File: src/rtl/ooo_branch_resolver.sv
// ooo_branch_resolver: ROB-keyed branch table that turns in-order commits into resolve/flush pulses for the predictor (BR_RESOLVE_STATS_EN adds pulse counters)
module ooo_branch_resolver #(
    parameter int ROB_WIDTH      = 4,
    parameter int RECOVER_CYCLES = 2
) (
    input  logic                 clk,
    input  logic                 rst,
    input  logic                 dispatch_en,
    input  logic [ROB_WIDTH-1:0] dispatch_rob_id,
    input  logic                 dispatch_is_br,
    input  logic [31:0]          dispatch_pc,
    input  logic                 dispatch_pred_taken,
    input  logic [31:0]          dispatch_pred_target,
    input  logic                 ex_valid,
    input  logic [ROB_WIDTH-1:0] ex_rob_id,
    input  logic                 ex_taken,
    input  logic [31:0]          ex_target,
    input  logic                 commit_en,
    input  logic [ROB_WIDTH-1:0] commit_rob_id,
    output logic                 commit_stall,
    output logic                 resolve_en,
    output logic                 mispredict,
    output logic [ROB_WIDTH-1:0] resolve_rob_id,
    output logic [31:0]          actual_target,
`ifdef BR_RESOLVE_STATS_EN
    output logic [31:0]          stat_branches,
    output logic [31:0]          stat_mispredicts,
`endif
    output logic                 busy
);
    localparam int ROB_SIZE = 2**ROB_WIDTH;
    typedef enum logic [1:0] {RUN, FLUSH, RECOVER} state_t;
    state_t state_q;
    logic [3:0] cnt_q;
    logic [ROB_SIZE-1:0] valid_q, done_q, is_br_q, pred_taken_q, act_taken_q;
    logic [31:0] pc_q [ROB_SIZE];
    logic [31:0] pred_target_q [ROB_SIZE];
    logic [31:0] act_target_q [ROB_SIZE];
    logic run, bypass, commit_ok, br_commit, ex_ok, c_taken, c_mis;
    logic [31:0] c_target, c_next;
    // Head lookup: a same-cycle execute result stands in for a missing stored outcome
    always_comb begin
        run          = state_q == RUN;
        bypass       = ex_valid && ex_rob_id == commit_rob_id;
        commit_stall = run & commit_en & valid_q[commit_rob_id] & is_br_q[commit_rob_id] & ~done_q[commit_rob_id] & ~bypass;
        commit_ok    = run & commit_en & ~commit_stall;
        br_commit    = commit_ok & valid_q[commit_rob_id] & is_br_q[commit_rob_id];
        c_taken      = done_q[commit_rob_id] ? act_taken_q[commit_rob_id] : ex_taken;
        c_target     = done_q[commit_rob_id] ? act_target_q[commit_rob_id] : ex_target;
        c_next       = c_taken ? c_target : pc_q[commit_rob_id] + 32'd4;
        c_mis        = (pred_taken_q[commit_rob_id] != c_taken) | (c_taken & (pred_target_q[commit_rob_id] != c_target));
        ex_ok        = run & ex_valid & valid_q[ex_rob_id] & is_br_q[ex_rob_id] & ~done_q[ex_rob_id];
        busy         = ~run;
    end
    // Entry status bits: execute marks done, commit frees, dispatch (last, so it wins) allocates; flush wipes everything
    always_ff @(posedge clk or posedge rst) begin
        if (rst) begin
            valid_q <= '0;
            done_q  <= '0;
        end else if (state_q == FLUSH) begin
            valid_q <= '0;
            done_q  <= '0;
        end else if (run) begin
            if (ex_ok) done_q[ex_rob_id] <= 1'b1;
            if (commit_ok) valid_q[commit_rob_id] <= 1'b0;
            if (dispatch_en) begin
                valid_q[dispatch_rob_id] <= 1'b1;
                done_q[dispatch_rob_id]  <= 1'b0;
            end
        end
    end
    // Entry payload: only meaningful while the status bits say so, hence no reset
    always_ff @(posedge clk) begin
        if (ex_ok) begin
            act_taken_q[ex_rob_id]  <= ex_taken;
            act_target_q[ex_rob_id] <= ex_target;
        end
        if (run && dispatch_en) begin
            is_br_q[dispatch_rob_id]       <= dispatch_is_br;
            pc_q[dispatch_rob_id]          <= dispatch_pc;
            pred_taken_q[dispatch_rob_id]  <= dispatch_pred_taken;
            pred_target_q[dispatch_rob_id] <= dispatch_pred_target;
        end
    end
    // Resolve pulse registers and the flush/recover sequencer
    always_ff @(posedge clk or posedge rst) begin
        if (rst) begin
            state_q        <= RUN;
            cnt_q          <= '0;
            resolve_en     <= 1'b0;
            mispredict     <= 1'b0;
            resolve_rob_id <= '0;
            actual_target  <= '0;
        end else begin
            resolve_en <= br_commit;
            mispredict <= br_commit & c_mis;
            if (br_commit) begin
                resolve_rob_id <= commit_rob_id;
                actual_target  <= c_next;
            end
            case (state_q)
                RUN:     if (br_commit && c_mis) state_q <= FLUSH;
                FLUSH: begin
                    state_q <= RECOVER;
                    cnt_q   <= 4'(RECOVER_CYCLES - 1);
                end
                RECOVER: if (cnt_q == '0) state_q <= RUN; else cnt_q <= cnt_q - 4'd1;
                default: state_q <= RUN;
            endcase
        end
    end
`ifdef BR_RESOLVE_STATS_EN
    // Saturating counts of resolve and mispredict pulses
    always_ff @(posedge clk or posedge rst) begin
        if (rst) begin
            stat_branches    <= '0;
            stat_mispredicts <= '0;
        end else if (br_commit) begin
            if (stat_branches != '1) stat_branches <= stat_branches + 32'd1;
            if (c_mis && stat_mispredicts != '1) stat_mispredicts <= stat_mispredicts + 32'd1;
        end
    end
`endif
endmodule
File: config.mk
export PLATFORM = sky130hd
export DESIGN_NAME = ooo_branch_resolver
export DESIGN_NICKNAME = d
export VERILOG_FILES = /design/src/rtl/ooo_branch_resolver.sv
export SDC_FILE = /design/constraint.sdc
export NUM_CORES = 2
export LEC_CHECK = 0
export CORE_ASPECT_RATIO = 1.25
export CORE_MARGIN = 2
export CORE_UTILIZATION = 55
export CTS_CLUSTER_SIZE = 28
export DETAILED_ROUTE_END_ITERATION = 12
export PLACE_DENSITY = 0.72
export SYNTH_ARGS = -nofsm -noshare
export SYNTH_HDL_FRONTEND = slang
export SYNTH_SLANG_ARGS = --single-unit
File: constraint.sdc
create_clock -name clk -period 5.6 [get_ports clk]
set_clock_uncertainty 0.1 [all_clocks]
set_input_delay 0.84 -clock clk [delete_from_list [all_inputs] [get_ports clk]]
set_output_delay 0.84 -clock clk [all_outputs]
set_load 0.01 [all_outputs]
# [After elaboration in Yosys (flattened, before gate mapping)]
# Memory sizes are Yosys's and may differ from the RTL's.
# Cells that the tools add are included.
[totals] ram_bits=1536 wordCells=117 n_memories=3 out_inout_bits=40 reg_bits=124 input_bits=116
[op_classes] n_bitwise=26 reduce_logical=12 muxes=49 eq_ne=8 add_sub_neg=2 order_cmp=6
[memory_table] name="act_target_q" depth=16 width=32 read_ports=1 rd_ports_with_merged_regs=0 write_ports=1 line_no="38" text="logic [31:0] act_target_q [ROB_SIZE];"
[memory_table] name="pc_q" depth=16 width=32 read_ports=1 rd_ports_with_merged_regs=0 write_ports=1 line_no="36" text="logic [31:0] pc_q [ROB_SIZE];"
[memory_table] name="pred_target_q" depth=16 width=32 read_ports=1 rd_ports_with_merged_regs=0 write_ports=1 line_no="37" text="logic [31:0] pred_target_q [ROB_SIZE];"
[op_table] cell="16-bit 2-to-1 mux" n=12
[op_table] cell="32-bit 2-to-1 mux" n=2
[op_table] cell="16-bit bitwise mux" n=3
[op_table] cell="32-bit by 3-bit adder with 32-bit output, second input constant" n=1
[op_table] cell="16-bit bitwise AND" n=2
[op_table] cell="1-bit binary-select mux with 4-bit select" n=8
[op_table] cell="32-bit inequality test" n=1
[op_table] cell="16-bit inverter" n=2
[op_table] cell="16-bit OR" n=2
[op_table] cell="1-bit 2-to-1 mux" n=16
[op_table] cell="4-bit by 5-bit < comparator with 1-bit output, second input constant" n=3
[op_table] cell="1-bit bitwise AND" n=14
[op_table] cell="1-bit demux with 4-bit select" n=3
[op_table] cell="4-bit by 1-bit >= comparator with 1-bit output, second input constant" n=3
[op_table] cell="4-bit one-hot mux with 2 select lines" n=1
[op_table] cell="1-bit logical AND" n=6
[op_table] cell="2-bit one-hot mux with 3 select lines" n=1
[op_table] cell="1-bit inverter" n=5
[op_table] cell="4-bit equality test" n=1
[op_table] cell="4-bit zero test" n=1
[op_table] cell="2-bit 2-to-1 mux" n=2
[op_table] cell="4-bit 2-to-1 mux" n=1
[op_table] cell="2-bit inequality test, second input constant" n=2
[op_table] cell="2-bit AND reduction" n=2
[op_table] cell="8 further kinds" n=9

# [Logic depth before layout (Yosys ltp)]
[depth] ltp_word=15 depth_mapped=15 ltp_nobuf=9

# [Worst setup path after synthesis]
# OpenSTA, ideal clock, no wires.
[synth_path] path_type="input port to flip-flop" from="input port ex_rob_id[0]" to="register act_taken_q[13], enable pin" required_time_ns=5.033 setup_ns=0.467 t_arrival_ns=4.942 setup_slack_ns=0.092 path_stages=7 path_buffers=1 path_cell_list="buf_1 > mux4_2 > mux2_2 > a21oi_1 > o2111a_1 > nand3b_1 > nor3_1"
[synth_between] elab_chain_cells=5 word_cells_on_any_way=10 cone_classes="6 x mux; 4 x bitwise"
[synth_lines] item="from (decl)" line_no="15" text="input logic [ROB_WIDTH-1:0] ex_rob_id,"
[synth_lines] item="1-bit binary-select mux with 4-bit select" line_no="52" text="ex_ok = run & ex_valid & valid_q[ex_rob_id] & is_br_q[ex_rob_id] & ~done_q[ex_rob_id];"
[synth_lines] item="1-bit 2-to-1 mux (not written as such)" line_no="52"
[synth_lines] item="1-bit bitwise AND (2 in a row)" line_no="52"
[synth_lines] item="1-bit bitwise AND (*)" line_no="52"
[synth_lines] item="to (signal, indexed assignment)" line_no="75" text="act_taken_q[ex_rob_id] <= ex_taken;"
[synth_lines] item="to (decl)" line_no="35" text="logic [ROB_SIZE-1:0] valid_q, done_q, is_br_q, pred_taken_q, act_taken_q;"
# Mark *: on every way between the ends. The rest lies on a longest branch, timed or not. The select of a mux whose other input is x is not followed.
# A chain may end at the register's enable or synchronous reset.

# [Worst setup path after layout]
[layout_path] from="input port commit_rob_id[3]" to="output port commit_stall"
[layout_between] elab_chain_cells=6 word_cells_on_any_way=14 cone_classes="1 x eq/ne; 6 x mux; 6 x bitwise; 1 x reduce/logical"
[layout_lines] item="from (decl)" line_no="19" text="input logic [ROB_WIDTH-1:0] commit_rob_id,"
[layout_lines] item="1-bit binary-select mux with 4-bit select" line_no="45" text="commit_stall = run & commit_en & valid_q[commit_rob_id] & is_br_q[commit_rob_id] & ~done_q[commit_rob_id] & ~b ..."
[layout_lines] item="1-bit 2-to-1 mux (not written as such)" line_no="45"
[layout_lines] item="1-bit bitwise AND (3 in a row)" line_no="45"
[layout_lines] item="1-bit bitwise AND (*)" line_no="45"
[layout_lines] item="to (decl)" line_no="20" text="output logic commit_stall,"
# Marked as above.

==> impl_metrics.yaml <==
detailed_routing:
  detail_route.vias_per_cell: 6.53
  drt-met1-wl_um: 59800
  met3_length_um: 14700
  first_pass_iters: 5
  detail-route-antenna-nets: 0
  detail_route.drc_violations: 0
  drt-initial-drc-count: 3921
  routedWlPerCell_um: 32.9
  totalWireLength_um: 160000
  num_vias: 31700
  route.met2.wl_um: 80400
  dr.max_layer_used: "met5"
timing:
  timing.final.hold_violations: 0
  worst_pin_slew_ps: 973
  finalSetupTns_ps: 0
  timing.final.setup_violations: 0
  finalCritPeriodShare: 0.846
  max_slew_margin: 0.333
  final-max-slew-violation-count: 0
  maxClockFrequency_ghz: 0.211
  min_period_ps: 4740
  setup_repair_after_global_routing_missed_its_margin: "false"
layout:
  drive_gt1_frac: 0.254
  total_area_of_sequential_cells_um2: 49500
  count_of_nets_after_finishing: 3278
  layout_overhead_on_the_synthesized_area_pct: 13.7
  multiInputGateArea_um2: 14700
  post-route-util: 0.632
  mostFrequentLayoutCell: "sky130_fd_sc_hd__edfxtp_1"
  num-fill-cells: 7658
  final_cell_mix: "1584 x sky130_fd_sc_hd__edfxtp_1, 464 x sky130_fd_sc_hd__mux4_2, 161 x sky130_fd_sc_hd__clkbuf_16, 152 x sky130_fd_sc_hd__clkdlybuf4s50_1, 103 x sky130_fd_sc_hd__nand2_1"
cts:
  worst_skew_pair.late_latency_ps: 780
  htree_num_levels: 4
  cts_tree: "built"
  worst_setup_hold_path_clk_slew_ps: 60
  postCtsSetupBuffers: 0
  cts.repair.resized: 0
  clockRootBuffer: "sky130_fd_sc_hd__clkbuf_16"
  cts_num_sinks: 1660
  clk_path_buf_depth: 3
  tritoncts.num_buffers: 155
  holdBufCountCts: 0
synth:
  syn_inst: 2905
  post_synth_cell_types: 54
  synth_top_cells_by_area: "sky130_fd_sc_hd__edfxtp_1 73%, sky130_fd_sc_hd__mux4_2 16%, sky130_fd_sc_hd__dfrtp_1 2.9%"
  ys_warn_count: 0
  asyncSetResetFlopFracSynth: 0.0458
  synth.cell_area_um2: 64900
  netlist.area_leader.share: 0.733
  post_syn_nets: 3023
  post-synth-top-area-cell: "sky130_fd_sc_hd__edfxtp_1"
  syn_avg_cell_area_um2: 22.3
  synth_sequential_area_ratio: 0.762
  synth.ff_latch_count: 1660
  ys.flop_type: "sky130_fd_sc_hd__edfxtp_1"
  synth_enable_flop_cells: 1584
placed_design:
  port_buffers: 155
  hpwl_um: 91000
  routabilityCongestion: 0.904
setup_path:
  critPathLaunchType: "input port"
  critical_path_peak_fanout: 15
  critPathMaxStageDelay_ps: 650
  critPathCaptureType: "output pin"
  path_cells: "clkdlybuf4s50_1, inv_6, mux4_2, mux4_2, nor4_1, clkdlybuf4s50_1"
  worstSetupPathType: "in -> out"
  cp.arrival_ps: 3800
  crit_path_max_delay_cell_type: "sky130_fd_sc_hd__clkdlybuf4s50_1"
  gate_family_responsible_for_the_most_delay_along_the_worst_path: "buffers and inverters"
  worst_r2r_path_depth: 5
  instance_count_on_the_critical_path: 6
  required_ps: 4660
  path_buf_inv: 3
global_route:
  first_global_vias: 32700
  largest_net_degree_at_the_start_of_global_routing: 107
  initial_antenna_violation_count: 19
  gr-total-overflow: 0
  grt_first_pass_wirelength_um: 230000
  grt_util_all_layers: 0.268
floorplanning:
  start_util: 0.555
  dieWidth_um: 311
  io-pin-count: 156
  floorplan.die.height_um: 388
  core_box_area_um2: 117000
  area_of_the_die_um2: 121000
  rows: 140
pwr:
  powerDensity_nw_per_um2: 368
  max-vdd-ir-drop_mv: 0.372
  leakagePower_nw: 23.3
flow_run:
  maxCapViolCount: 0
hold_path:
  hold_path_class: "reg -> reg"
  whs_path_depth: 2
status:
  run_status: "finished clean"
[cells in the mapped netlist, types with 2 or more instances]
cell type	count
sky130_fd_sc_hd__a22oi_1	56
sky130_fd_sc_hd__a211oi_1	4
sky130_fd_sc_hd__a2bb2oi_1	4
sky130_fd_sc_hd__o22a_1	11
sky130_fd_sc_hd__nor3_1	21
sky130_fd_sc_hd__a21oi_1	55
sky130_fd_sc_hd__clkbuf_1	55
sky130_fd_sc_hd__xnor2_1	20
sky130_fd_sc_hd__and3_1	3
sky130_fd_sc_hd__o31ai_1	2
sky130_fd_sc_hd__or2_2	3
sky130_fd_sc_hd__a31oi_1	7
sky130_fd_sc_hd__buf_12	8
sky130_fd_sc_hd__and2_1	6
sky130_fd_sc_hd__xor2_1	42
sky130_fd_sc_hd__buf_2	33
sky130_fd_sc_hd__mux4_2	464
sky130_fd_sc_hd__nor2b_1	17
sky130_fd_sc_hd__nand3b_1	8
sky130_fd_sc_hd__clkinv_1	2
sky130_fd_sc_hd__nand4_1	16
sky130_fd_sc_hd__o21ai_1	4
sky130_fd_sc_hd__edfxtp_1	1584
sky130_fd_sc_hd__nor2_1	61
sky130_fd_sc_hd__o21ai_0	80
sky130_fd_sc_hd__a22oi_2	3
sky130_fd_sc_hd__inv_1	8
sky130_fd_sc_hd__mux4_1	10
sky130_fd_sc_hd__buf_4	24
sky130_fd_sc_hd__nand3_1	18
sky130_fd_sc_hd__nor4_1	3
sky130_fd_sc_hd__buf_6	14
sky130_fd_sc_hd__nand2_1	103
sky130_fd_sc_hd__buf_1	17
sky130_fd_sc_hd__or3_1	2
sky130_fd_sc_hd__mux2_2	8
sky130_fd_sc_hd__mux2i_1	33
sky130_fd_sc_hd__nor4_2	2
sky130_fd_sc_hd__dfrtp_1	76
sky130_fd_sc_hd__nor3b_1	2
sky130_fd_sc_hd__ha_1	2
sky130_fd_sc_hd__buf_8	2
[metal layers]
metal  global-route usage  vias up
met5                    0        -
met4               0.0903       18
met3               0.0656      279
met2                0.440     1619
met1                0.357    17000
li1                     -    12800
[area by class of cell]
class	count	share of cell area
antenna	9	0.000305
multi-input combinational	1082	0.199
timing repair buffer	251	0.0360
inverter	10	0.000593
clock buffer	196	0.0566
clock inverter	83	0.0107
sequential	1660	0.670
tap	1562	0.0265
[final timing paths]
path                                        start  slack [ps]                 to
worst max-delay path             commit_rob_id[3]         860       commit_stall
worst min-delay path            actual_target[26]         390  actual_target[26]
worst max register to register         state_q[0]        2020        pc_q[7][17]
worst min register to register  actual_target[26]         390  actual_target[26]
max in group asynchronous                     rst        3870  resolve_rob_id[0]
min in group asynchronous                     rst         450          done_q[0]
[worst reg2reg max path, cell delays in order (launching register included)]
cell and delay, ps:
sky130_fd_sc_hd__dfrtp_1 430, sky130_fd_sc_hd__buf_4 270, sky130_fd_sc_hd__nor2_1 470, sky130_fd_sc_hd__nand3_1 660, sky130_fd_sc_hd__nor2_4 940, sky130_fd_sc_hd__buf_12 360
[through the flow]
stage                     cell area (um2)  hold WS, ps  worst slack [ps]  std cells  total power [mW]
after global placement              68800          361               834       4565              16.9
after detailed placement            68800          367               850       4565              17.0
after global routing                73800          430               733       4848              27.9
after CTS                           73800          389               841       4844              27.3
final                               73800          391               861       4853              27.1
after floorplan                     64900          368              91.5       2905              15.8
[cells by family after synthesis]
group,Yosys count,synth area share
flip-flops,1660,0.762
adder cells (fa/ha/maj),2,0.000386
AO/OA/AOI/OAI,232,0.0220
XOR/XNOR,62,0.00837
multiplexers,516,0.172
AND/OR/NAND/NOR,270,0.0196
buffers and inverters,163,0.0154
[sequential cells by signal (all words and copies together), names as in the netlist]
| name | count |
|---|---|
| resolve_rob_id | 4 |
| cnt_q | 4 |
| pred_taken_q | 16 |
| pred_target_q | 512 |
| done_q | 16 |
| valid_q | 16 |
| state_q | 2 |
| act_target_q | 512 |
| act_taken_q | 16 |
| pc_q | 512 |
| resolve_en | 1 |
| mispredict | 1 |
| actual_target | 32 |
| is_br_q | 16 |
[where the power goes]
part           total [mW]  internal (mW)  switching (mW)
Sequential           14.3           14.0           0.319
Combinational        2.50           1.06            1.43
Clock                10.3           5.93            4.40
Total                27.1           21.0            6.15
No activity file was read; power rests on OpenSTA's default activity.
